<file path="src/rtl/mem_bus_pkg.sv">
// rtl/mem_bus_pkg.sv - shared types and constants for on-chip memory bus initiators
package mem_bus_pkg;

   typedef enum logic [1:0] {
      ST_IDLE,
      ST_READ,
      ST_WRITE,
      ST_FINISH
   } dma_state_e;

   localparam logic [3:0] WMASK_FULL = 4'b1111;
   localparam int         WORD_BYTES = 4;

   typedef struct packed {
      logic [31:0] addr;
      logic [31:0] wdata;
      logic [3:0]  wmask;
      logic        wen;
      logic        ren;
   } bus_req_t;

   localparam bus_req_t BUS_REQ_IDLE = '0;

endpackage

</file>
<file path="src/rtl/mem_dma_engine_if.sv">
// rtl/mem_dma_engine_if.sv - on-chip memory bus signals with initiator/responder views
interface mem_dma_engine_if;

   logic [31:0] addr;
   logic [31:0] wdata;
   logic [3:0]  wmask;
   logic        wen;
   logic        ren;
   logic [31:0] rdata;
   logic        done;

   modport master (
      output addr, wdata, wmask, wen, ren,
      input  rdata, done
   );

   modport slave (
      input  addr, wdata, wmask, wen, ren,
      output rdata, done
   );

endinterface

</file>
<file path="src/rtl/bus_xact_tracker.sv">
// rtl/bus_xact_tracker.sv - per-request done qualification and timeout counter
module bus_xact_tracker #(
   parameter int TIMEOUT_CYCLES = 64
) (
   input  logic clk,
   input  logic rst,
   input  logic req_start,
   input  logic req_active,
   input  logic done,
   output logic accepted,
   output logic timed_out
);

   localparam int CW = $clog2(TIMEOUT_CYCLES + 1);

   logic [CW-1:0] cnt_q;
   logic [CW-1:0] elapsed;

   // A responder may still be holding done from the previous transaction,
   // so done is never trusted in the first cycle of a request.
   always_comb begin
      elapsed   = req_start ? '0 : cnt_q;
      accepted  = req_active && done && !req_start;
      timed_out = req_active && !accepted && (elapsed == CW'(TIMEOUT_CYCLES - 1));
   end

   always_ff @(posedge clk or posedge rst) begin
      if (rst) begin
         cnt_q <= '0;
      end else if (req_active) begin
         cnt_q <= elapsed + 1'b1;
      end
   end

endmodule

</file>
<file path="src/rtl/mem_dma_engine.sv">
// rtl/mem_dma_engine.sv - memory bus DMA initiator: block copy or fill of 32-bit words
module mem_dma_engine
   import mem_bus_pkg::*;
#(
   parameter int LEN_BITS       = 16,
   parameter int TIMEOUT_CYCLES = 64
) (
   input  logic                clk,
   input  logic                rst,
   input  logic                start,
   input  logic                fill_mode,
   input  logic [31:0]         src_addr,
   input  logic [31:0]         dst_addr,
   input  logic [LEN_BITS-1:0] len_words,
   input  logic [31:0]         fill_value,
   output logic                busy,
   output logic                finished,
   output logic                error,
   mem_dma_engine_if.master    bus
);

   dma_state_e          state_q, state_n;
   logic [31:0]         src_q, src_n;
   logic [31:0]         dst_q, dst_n;
   logic [LEN_BITS-1:0] len_q, len_n;
   logic [LEN_BITS-1:0] count_q, count_n;
   logic                fill_q, fill_n;
   logic [31:0]         fval_q, fval_n;
   logic [31:0]         buf_q, buf_n;
   logic                error_q, error_n;
   logic                first_q, first_n;
   bus_req_t            req_q, req_n;

   logic                accepted;
   logic                timed_out;

   bus_xact_tracker #(
      .TIMEOUT_CYCLES(TIMEOUT_CYCLES)
   ) u_tracker (
      .clk        (clk),
      .rst        (rst),
      .req_start  (first_q),
      .req_active (req_q.ren | req_q.wen),
      .done       (bus.done),
      .accepted   (accepted),
      .timed_out  (timed_out)
   );

   always_ff @(posedge clk or posedge rst) begin
      if (rst) begin
         state_q <= ST_IDLE;
      end else begin
         state_q <= state_n;
      end
   end

   always_ff @(posedge clk or posedge rst) begin
      if (rst) begin
         src_q   <= '0;
         dst_q   <= '0;
         len_q   <= '0;
         count_q <= '0;
         fill_q  <= 1'b0;
         fval_q  <= '0;
         buf_q   <= '0;
         error_q <= 1'b0;
         first_q <= 1'b0;
         req_q   <= BUS_REQ_IDLE;
      end else begin
         src_q   <= src_n;
         dst_q   <= dst_n;
         len_q   <= len_n;
         count_q <= count_n;
         fill_q  <= fill_n;
         fval_q  <= fval_n;
         buf_q   <= buf_n;
         error_q <= error_n;
         first_q <= first_n;
         req_q   <= req_n;
      end
   end

   always_comb begin
      state_n = state_q;
      src_n   = src_q;
      dst_n   = dst_q;
      len_n   = len_q;
      count_n = count_q;
      fill_n  = fill_q;
      fval_n  = fval_q;
      buf_n   = buf_q;
      error_n = error_q;
      first_n = 1'b0;
      req_n   = BUS_REQ_IDLE;

      case (state_q)
         ST_IDLE: begin
            if (start) begin
               src_n   = src_addr & 32'hffff_fffc;
               dst_n   = dst_addr & 32'hffff_fffc;
               len_n   = len_words;
               count_n = '0;
               fill_n  = fill_mode;
               fval_n  = fill_value;
               error_n = 1'b0;
               if (len_words == '0) begin
                  state_n = ST_FINISH;
               end else begin
                  state_n = fill_mode ? ST_WRITE : ST_READ;
                  first_n = 1'b1;
               end
            end
         end
         ST_READ: begin
            if (timed_out) begin
               error_n = 1'b1;
               state_n = ST_FINISH;
            end else if (accepted) begin
               buf_n   = bus.rdata;
               src_n   = src_q + 32'(WORD_BYTES);
               state_n = ST_WRITE;
               first_n = 1'b1;
            end
         end
         ST_WRITE: begin
            if (timed_out) begin
               error_n = 1'b1;
               state_n = ST_FINISH;
            end else if (accepted) begin
               dst_n   = dst_q + 32'(WORD_BYTES);
               count_n = count_q + 1'b1;
               if (count_n == len_q) begin
                  state_n = ST_FINISH;
               end else begin
                  // Fill stays in WRITE; first_n re-arms the stale-done guard.
                  state_n = fill_q ? ST_WRITE : ST_READ;
                  first_n = 1'b1;
               end
            end
         end
         ST_FINISH: begin
            state_n = ST_IDLE;
         end
         default: begin
            state_n = ST_IDLE;
         end
      endcase

      // Bus request is built from the next state so it is registered and
      // holds steady for the whole request.
      if (state_n == ST_READ) begin
         req_n.ren  = 1'b1;
         req_n.addr = src_n;
      end else if (state_n == ST_WRITE) begin
         req_n.wen   = 1'b1;
         req_n.addr  = dst_n;
         req_n.wdata = fill_n ? fval_n : buf_n;
         req_n.wmask = WMASK_FULL;
      end
   end

   assign busy      = (state_q != ST_IDLE);
   assign finished  = (state_q == ST_FINISH);
   assign error     = error_q;

   assign bus.addr  = req_q.addr;
   assign bus.wdata = req_q.wdata;
   assign bus.wmask = req_q.wmask;
   assign bus.wen   = req_q.wen;
   assign bus.ren   = req_q.ren;

endmodule
</file>
<file path="src/flat_wrapper.sv">
// flat-port wrapper written by rule: the top's interface ports become plain ports
module mem_dma_engine_flat import mem_bus_pkg::*;
#(
   parameter int LEN_BITS       = 16,
   parameter int TIMEOUT_CYCLES = 64
)
  (clk, rst, start, fill_mode, src_addr, dst_addr, len_words, fill_value, busy, finished, error, bus_addr, bus_wdata, bus_wmask, bus_wen, bus_ren, bus_rdata, bus_done);
  mem_dma_engine_if bus_i ();
  input  logic clk;
  input  logic rst;
  input  logic start;
  input  logic fill_mode;
  input  logic [31:0] src_addr;
  input  logic [31:0] dst_addr;
  input  logic [LEN_BITS-1:0] len_words;
  input  logic [31:0] fill_value;
  output logic busy;
  output logic finished;
  output logic error;
  output wire logic [$bits(bus_i.addr)-1:0] bus_addr;
  output wire logic [$bits(bus_i.wdata)-1:0] bus_wdata;
  output wire logic [$bits(bus_i.wmask)-1:0] bus_wmask;
  output wire logic [$bits(bus_i.wen)-1:0] bus_wen;
  output wire logic [$bits(bus_i.ren)-1:0] bus_ren;
  input wire logic [$bits(bus_i.rdata)-1:0] bus_rdata;
  input wire logic [$bits(bus_i.done)-1:0] bus_done;
  assign bus_addr = bus_i.addr;
  assign bus_wdata = bus_i.wdata;
  assign bus_wmask = bus_i.wmask;
  assign bus_wen = bus_i.wen;
  assign bus_ren = bus_i.ren;
  assign bus_i.rdata = bus_rdata;
  assign bus_i.done = bus_done;
  mem_dma_engine #(.LEN_BITS(LEN_BITS), .TIMEOUT_CYCLES(TIMEOUT_CYCLES)) u_core (.clk(clk), .rst(rst), .start(start), .fill_mode(fill_mode), .src_addr(src_addr), .dst_addr(dst_addr), .len_words(len_words), .fill_value(fill_value), .busy(busy), .finished(finished), .error(error), .bus(bus_i));
endmodule
</file>
<file path="config.mk">
export PLATFORM = sky130hd
export DESIGN_NAME = mem_dma_engine_flat
export DESIGN_NICKNAME = d
export VERILOG_FILES = /design/src/rtl/mem_bus_pkg.sv /design/src/rtl/mem_dma_engine_if.sv /design/src/rtl/bus_xact_tracker.sv /design/src/rtl/mem_dma_engine.sv /design/src/flat_wrapper.sv
export SDC_FILE = /design/constraint.sdc
export NUM_CORES = 1
export LEC_CHECK = 0
export BUFFER_PORTS_ARGS = -buffer_cell sky130_fd_sc_hd__buf_4
export CELL_PAD_IN_SITES_DETAIL_PLACEMENT = 1
export CELL_PAD_IN_SITES_GLOBAL_PLACEMENT = 1
export CORE_AREA = 2 2 169 171
export DETAILED_ROUTE_END_ITERATION = 10
export DIE_AREA = 0 0 171 173
export PLACE_DENSITY_LB_ADDON = 0.08
export SLEW_MARGIN = 5
export SYNTH_ARGS = -nofsm -noshare
export SYNTH_HDL_FRONTEND = slang
export SYNTH_SLANG_ARGS = --single-unit
</file>
<file path="constraint.sdc">
create_clock -name clk -period 8 [get_ports clk]
set_input_delay 0.4 -clock clk [delete_from_list [all_inputs] [get_ports clk]]
set_output_delay 0.4 -clock clk [all_outputs]
set_load 0.005 [all_outputs]
</file>
# Word-level counts from Yosys, hierarchy flattened
# Index checks and enable logic that the tools add are counted.
# op_classes
n_addsub	4
n_eq_ne	11
n_mux	46
bitwise_logic	1
reduce_logical	15
# op_table
cell	count
2-to-1 mux 32 bit	13
case mux 32 bit (2 select lines)	2
2-to-1 mux 69 bit	1
adder 32 x 3 -> 32 bit, second input constant	2
2-to-1 mux 16 bit	3
2-to-1 mux 37 bit	1
case mux 16 bit (2 select lines)	1
2-to-1 mux 2 bit	9
adder 16 x 1 -> 16 bit, second input constant	1
equality test 16 bit	1
zero test 16 bit	1
2-to-1 mux 1 bit	12
case mux 2 bit (4 select lines)	1
adder 7 x 1 -> 7 bit, second input constant	1
equality test 7 x 6 -> 1 bit, second input constant	1
2-to-1 mux 7 bit	1
equality test 2 bit, second input constant	3
nonzero test 2 bit	3
equality test 2 x 1 -> 1 bit, second input constant	2
logical AND 1 bit	4
!= test 2 x 1 -> 1 bit, second input constant	2
!= test 2 bit, second input constant	2
AND reduction 4 bit	1
case mux 1 bit (3 select lines)	1
other kinds (7)	8
# totals
reg_bits	242
in_bits	149
elab_cells	93

# Logic depth before layout (Yosys ltp)
# depth
word_depth	11
ltp_mapped	13
mapped_depth_nobuf	11

# Cells and area by module
# From an unflattened synthesis, not the netlist that was laid out.
# unflattened
hier_cells	1187
area_unflattened_um2	11713.7
# modules_own_cells
module	instances	cells_each	area_each_um2
mem_dma_engine	1	1146	11300.8
bus_xact_tracker	1	41	412.9

# Worst setup path after synthesis
# No wires, ideal clock.
# synth_timing
kind	register to register
startpoint	reg u_core.count_q[0]
endpoint	reg u_core.req_q, in the netlist u_core.bus.addr[10]
arrival_time_ps	2502
slack_ps	5377
path_stages_with_launch	12
synth_period_minus_slack_ps	2623
cell_sequence	dfrtp_1 ha_1 nand3_1 clkbuf_1 or3_1 a31oi_1 nand4_2 a21oi_4 nand2b_1 inv_2 buf_2 a22o_1
# synth_lines
item	line_no	source
start, declared	mem_dma_engine.sv:26	logic [LEN_BITS-1:0] count_q, count_n;
start signal, assigned	mem_dma_engine.sv:73	count_q <= count_n;
end signal, assigned	mem_dma_engine.sv:79	req_q <= req_n;
end, declared	mem_dma_engine.sv:32	bus_req_t req_q, req_n;

==> impl_metrics.yaml <==
power:
  pwr-share-clk_pct: 23.1
  swShare_pct: 38.7
  p_sw_mw: 2.14
  power_density_mw_per_mm2: 381
  combPwrFrac_pct: 39.6
  p_seq_share_pct: 37.3
  power_mw: 5.54
  ir_drop_mv: 0.215
  internal-power_mw: 3.39
  leakage_nw: 6.87
worst_setup_path:
  cp.required_ns: 8.42
  path_class: "register to register"
  crit_end: "u_core.bus.addr[20]"
  r2r-start: "u_core.count_q[0]"
  startpoint_type: "register"
  reg2reg_setup_slack_ns: 3.79
  path_max_fanout: 39
  rr_worst_depth: 10
  crit_arrival_ns: 4.63
  max_stage_delay_ns: 0.52
  path_cells: "ha_1 > nand3_1 > nor2_1 > a21oi_1 > nor4_1 > nand4_2 > a41oi_2 > nand2b_4 > inv_2 > a22o_1"
  crit_path_top_delay_cell: "nor2_1"
  end_kind: "register"
  startpoint: "u_core.count_q[0]"
  r2r-end: "u_core.bus.addr[20]"
floorplanning:
  core_mm2: 0.0276
  die_w_um: 171
  io_pins: 222
  rows: 61
  die_height_um: 173
  initial_core_util_pct: 42.4
  dieArea_mm2: 0.0296
cts:
  cts_tree: "done"
  postCtsHoldBufs: 0
  cts_htree_levels: 1
  cts_resized: 0
  root_buffer: "clkbuf_16"
  path_clk_slew_ns: 0.06
  cts.sinks: 238
  numCtsBuffers: 28
  cts.path.max_buffers: 3
  cts_setup_buffers: 0
  clock_latency_ns: 0.55
hold_path:
  hold_class: "input port to register"
  hp-start: "len_words[15]"
  hold_depth: 3
timing:
  slew_headroom_pct: 27.0
  period_share_pct: 52.6
  slew_viol_final: 0
  fin_setup_tns_ns: 0
  hold_ws_ns: 0.0532
  hold_violations: 0
  worst_slew_pin_slew_ns: 1.09
  min_period_ns: 4.21
  rsz0062_at_grt: "false"
  finClkSkew_ns: 0.0190
  setup_slack_ns: 3.79
  setup_violations: 0
  fmax_mhz: 238
synth:
  syn_area_mm2: 0.0117
  avgSynthCellArea_um2: 10.2
  synthFlopType: "dfrtp_1"
  synth_top_area_cell: "dfrtp_1"
  yosys-top-cells-area: "dfrtp_1, nand2_1, mux2i_1"
  ys_seq_area_share_pct: 50.8
  synth_edf_count: 0
  synth_top_area_share_pct: 50.8
  postSynthCellCount: 1153
  yosysWarnings: 0
  async_reset_ff_share_pct: 100
  synth.distinct_cells: 67
  ys_seq_elements: 238
  synth_fp_nets: 1310
routing:
  drcViolationCount: 0
  vias: 9538
  ant_nets: 0
  first_iter_violations: 624
  viasPerCell: 5.49
  firstDrtPassIters: 5
  routed_wl_um: 35400
  avgRoutedWirePerCell_um: 20.4
cells_and_area:
  mostFrequentLayoutCells: "dfrtp_1, buf_4, nand2_1"
  postLayoutCellArea_mm2: 0.0145
  drive_above_1_share_pct: 24.9
  n_fill_cell: 3120
  seq_area_mm2: 0.00596
  num-nets-final: 1494
  multi_input_area_mm2: 0.00534
  syn_to_final_growth_pct: 23.9
  final_common_cell: "dfrtp_1"
placed_design:
  place_congestion: 0.805
  placed_cell_area_mm2: 0.0136
  post-place-ws_ns: 3.81
  port_buffers: 217
  dp_hpwl_um: 23400
run_status:
  status: "complete, no violations"
global_route:
  grt_max_degree: 133
  globalRouteTotalUtil_pct: 24.1
  grt.overflow.total: 0
  grt_pass1_wl_um: 56800
  antenna_found_initial: 1
  grt_pass1_vias: 10271
job:
  cap_violations: 0
==> Yosys cell counts, types with 5 or more instances <==
library cell  count
a21boi_0          7
a21o_1            5
a21oi_1          15
a221o_1          15
a222oi_1          7
a22o_1           28
a22oi_1           6
a31oi_1          10
and3_1            8
and4_1            5
buf_1            10
buf_2             8
buf_4             9
clkbuf_1         43
dfrtp_1         238
ha_1              8
inv_1            22
mux2_2           35
mux2i_1          74
nand2_1         220
nand2b_1          7
nand3_1          26
nand4_1          23
nor2_1           90
nor3_1           13
nor4_1           12
o21ai_0          35
o221ai_1         30
o31ai_1           5
or3_1             7
xnor2_1          43
xor2_1           31
==> through the flow <==
stage | instances | utilization, %
floorplan | 1153 | -
CTS | 1736 | 52.5
detailed placement | 1685 | 49.2
global placement | 1685 | 49.2
finish | 1737 | 52.6
global route | 1736 | 52.5
==> per-layer routing <==
layer | track usage, % | vias up | routed length, um
li1 | - | 4436 | -
met1 | 32.1 | 4826 | 15400
met2 | 39.5 | 239 | 16800
met3 | 6.61 | 37 | 2470
met4 | 4.98 | 0 | 677
met5 | 0 | - | 0
==> critical path: cells and delay by family, from the launching register on <==
family | cells | cell delay (ns)
AND/OR/NAND/NOR | 5 | 2.10
adder cells (fa/ha/maj) | 1 | 0.29
buffers and inverters | 1 | 0.41
flip-flops | 1 | 0.47
AO/OA/AOI/OAI | 3 | 0.80
==> power by group through the flow <==
stage | Sequential [mW] | Combinational [mW] | Clock, mW
after floorplan | 1.98 | 1.52 | 0
after global routing | 2.13 | 2.43 | 1.36
after CTS | 2.07 | 2.21 | 1.31
after global placement | 2.05 | 2.13 | 0
after detailed placement | 2.08 | 2.19 | 0
final | 2.07 | 2.19 | 1.28
==> state kept, by name, indices dropped and copies added, names as in the netlist, 16 cells and up <==
| signal | cells |
|---|---|
| u_core.count_q | 16 |
| u_core.fval_q | 32 |
| u_core.bus.addr | 32 |
| u_core.len_q | 16 |
| u_core.bus.wdata | 32 |
| u_core.src_q | 32 |
| u_core.buf_q | 32 |
| u_core.dst_q | 32 |
==> cell type report <==
class	instances	share of cell area, %
diodes	1	0.0172
clock buffers	41	5.85
clock inverters	10	0.595
inverters	25	0.698
multi-input cells	816	36.8
flip-flops and latches	238	41.0
well taps	378	3.26
repair buffers	228	11.8
==> worst min-delay path by stage <==
stage	to	slack [ns]
floorplan	u_core.fval_q[0]	0.44
global placement	u_core.fval_q[20]	0.46
detailed placement	u_core.fval_q[9]	0.46
CTS	u_core.len_q[15]	0.03
global route	u_core.len_q[13]	0.05
finish	u_core.len_q[15]	0.05
==> cell families (layout without fill, tap and decap cells) <==
logic type | Yosys count | after routing | share of synthesized area (%)
and+or+nand+nor | 438 | 438 | 17.0
DFF | 238 | 238 | 50.8
AOI/OAI and AO/OA | 187 | 187 | 12.3
muxes | 109 | 109 | 9.68
buffers and inverters | 99 | 304 | 3.80
xor gates and xnor gates | 74 | 74 | 5.53
adders and majority gates | 8 | 8 | 0.854
other | 0 | 1 | 0
Power figures use the tool's default switching activity.
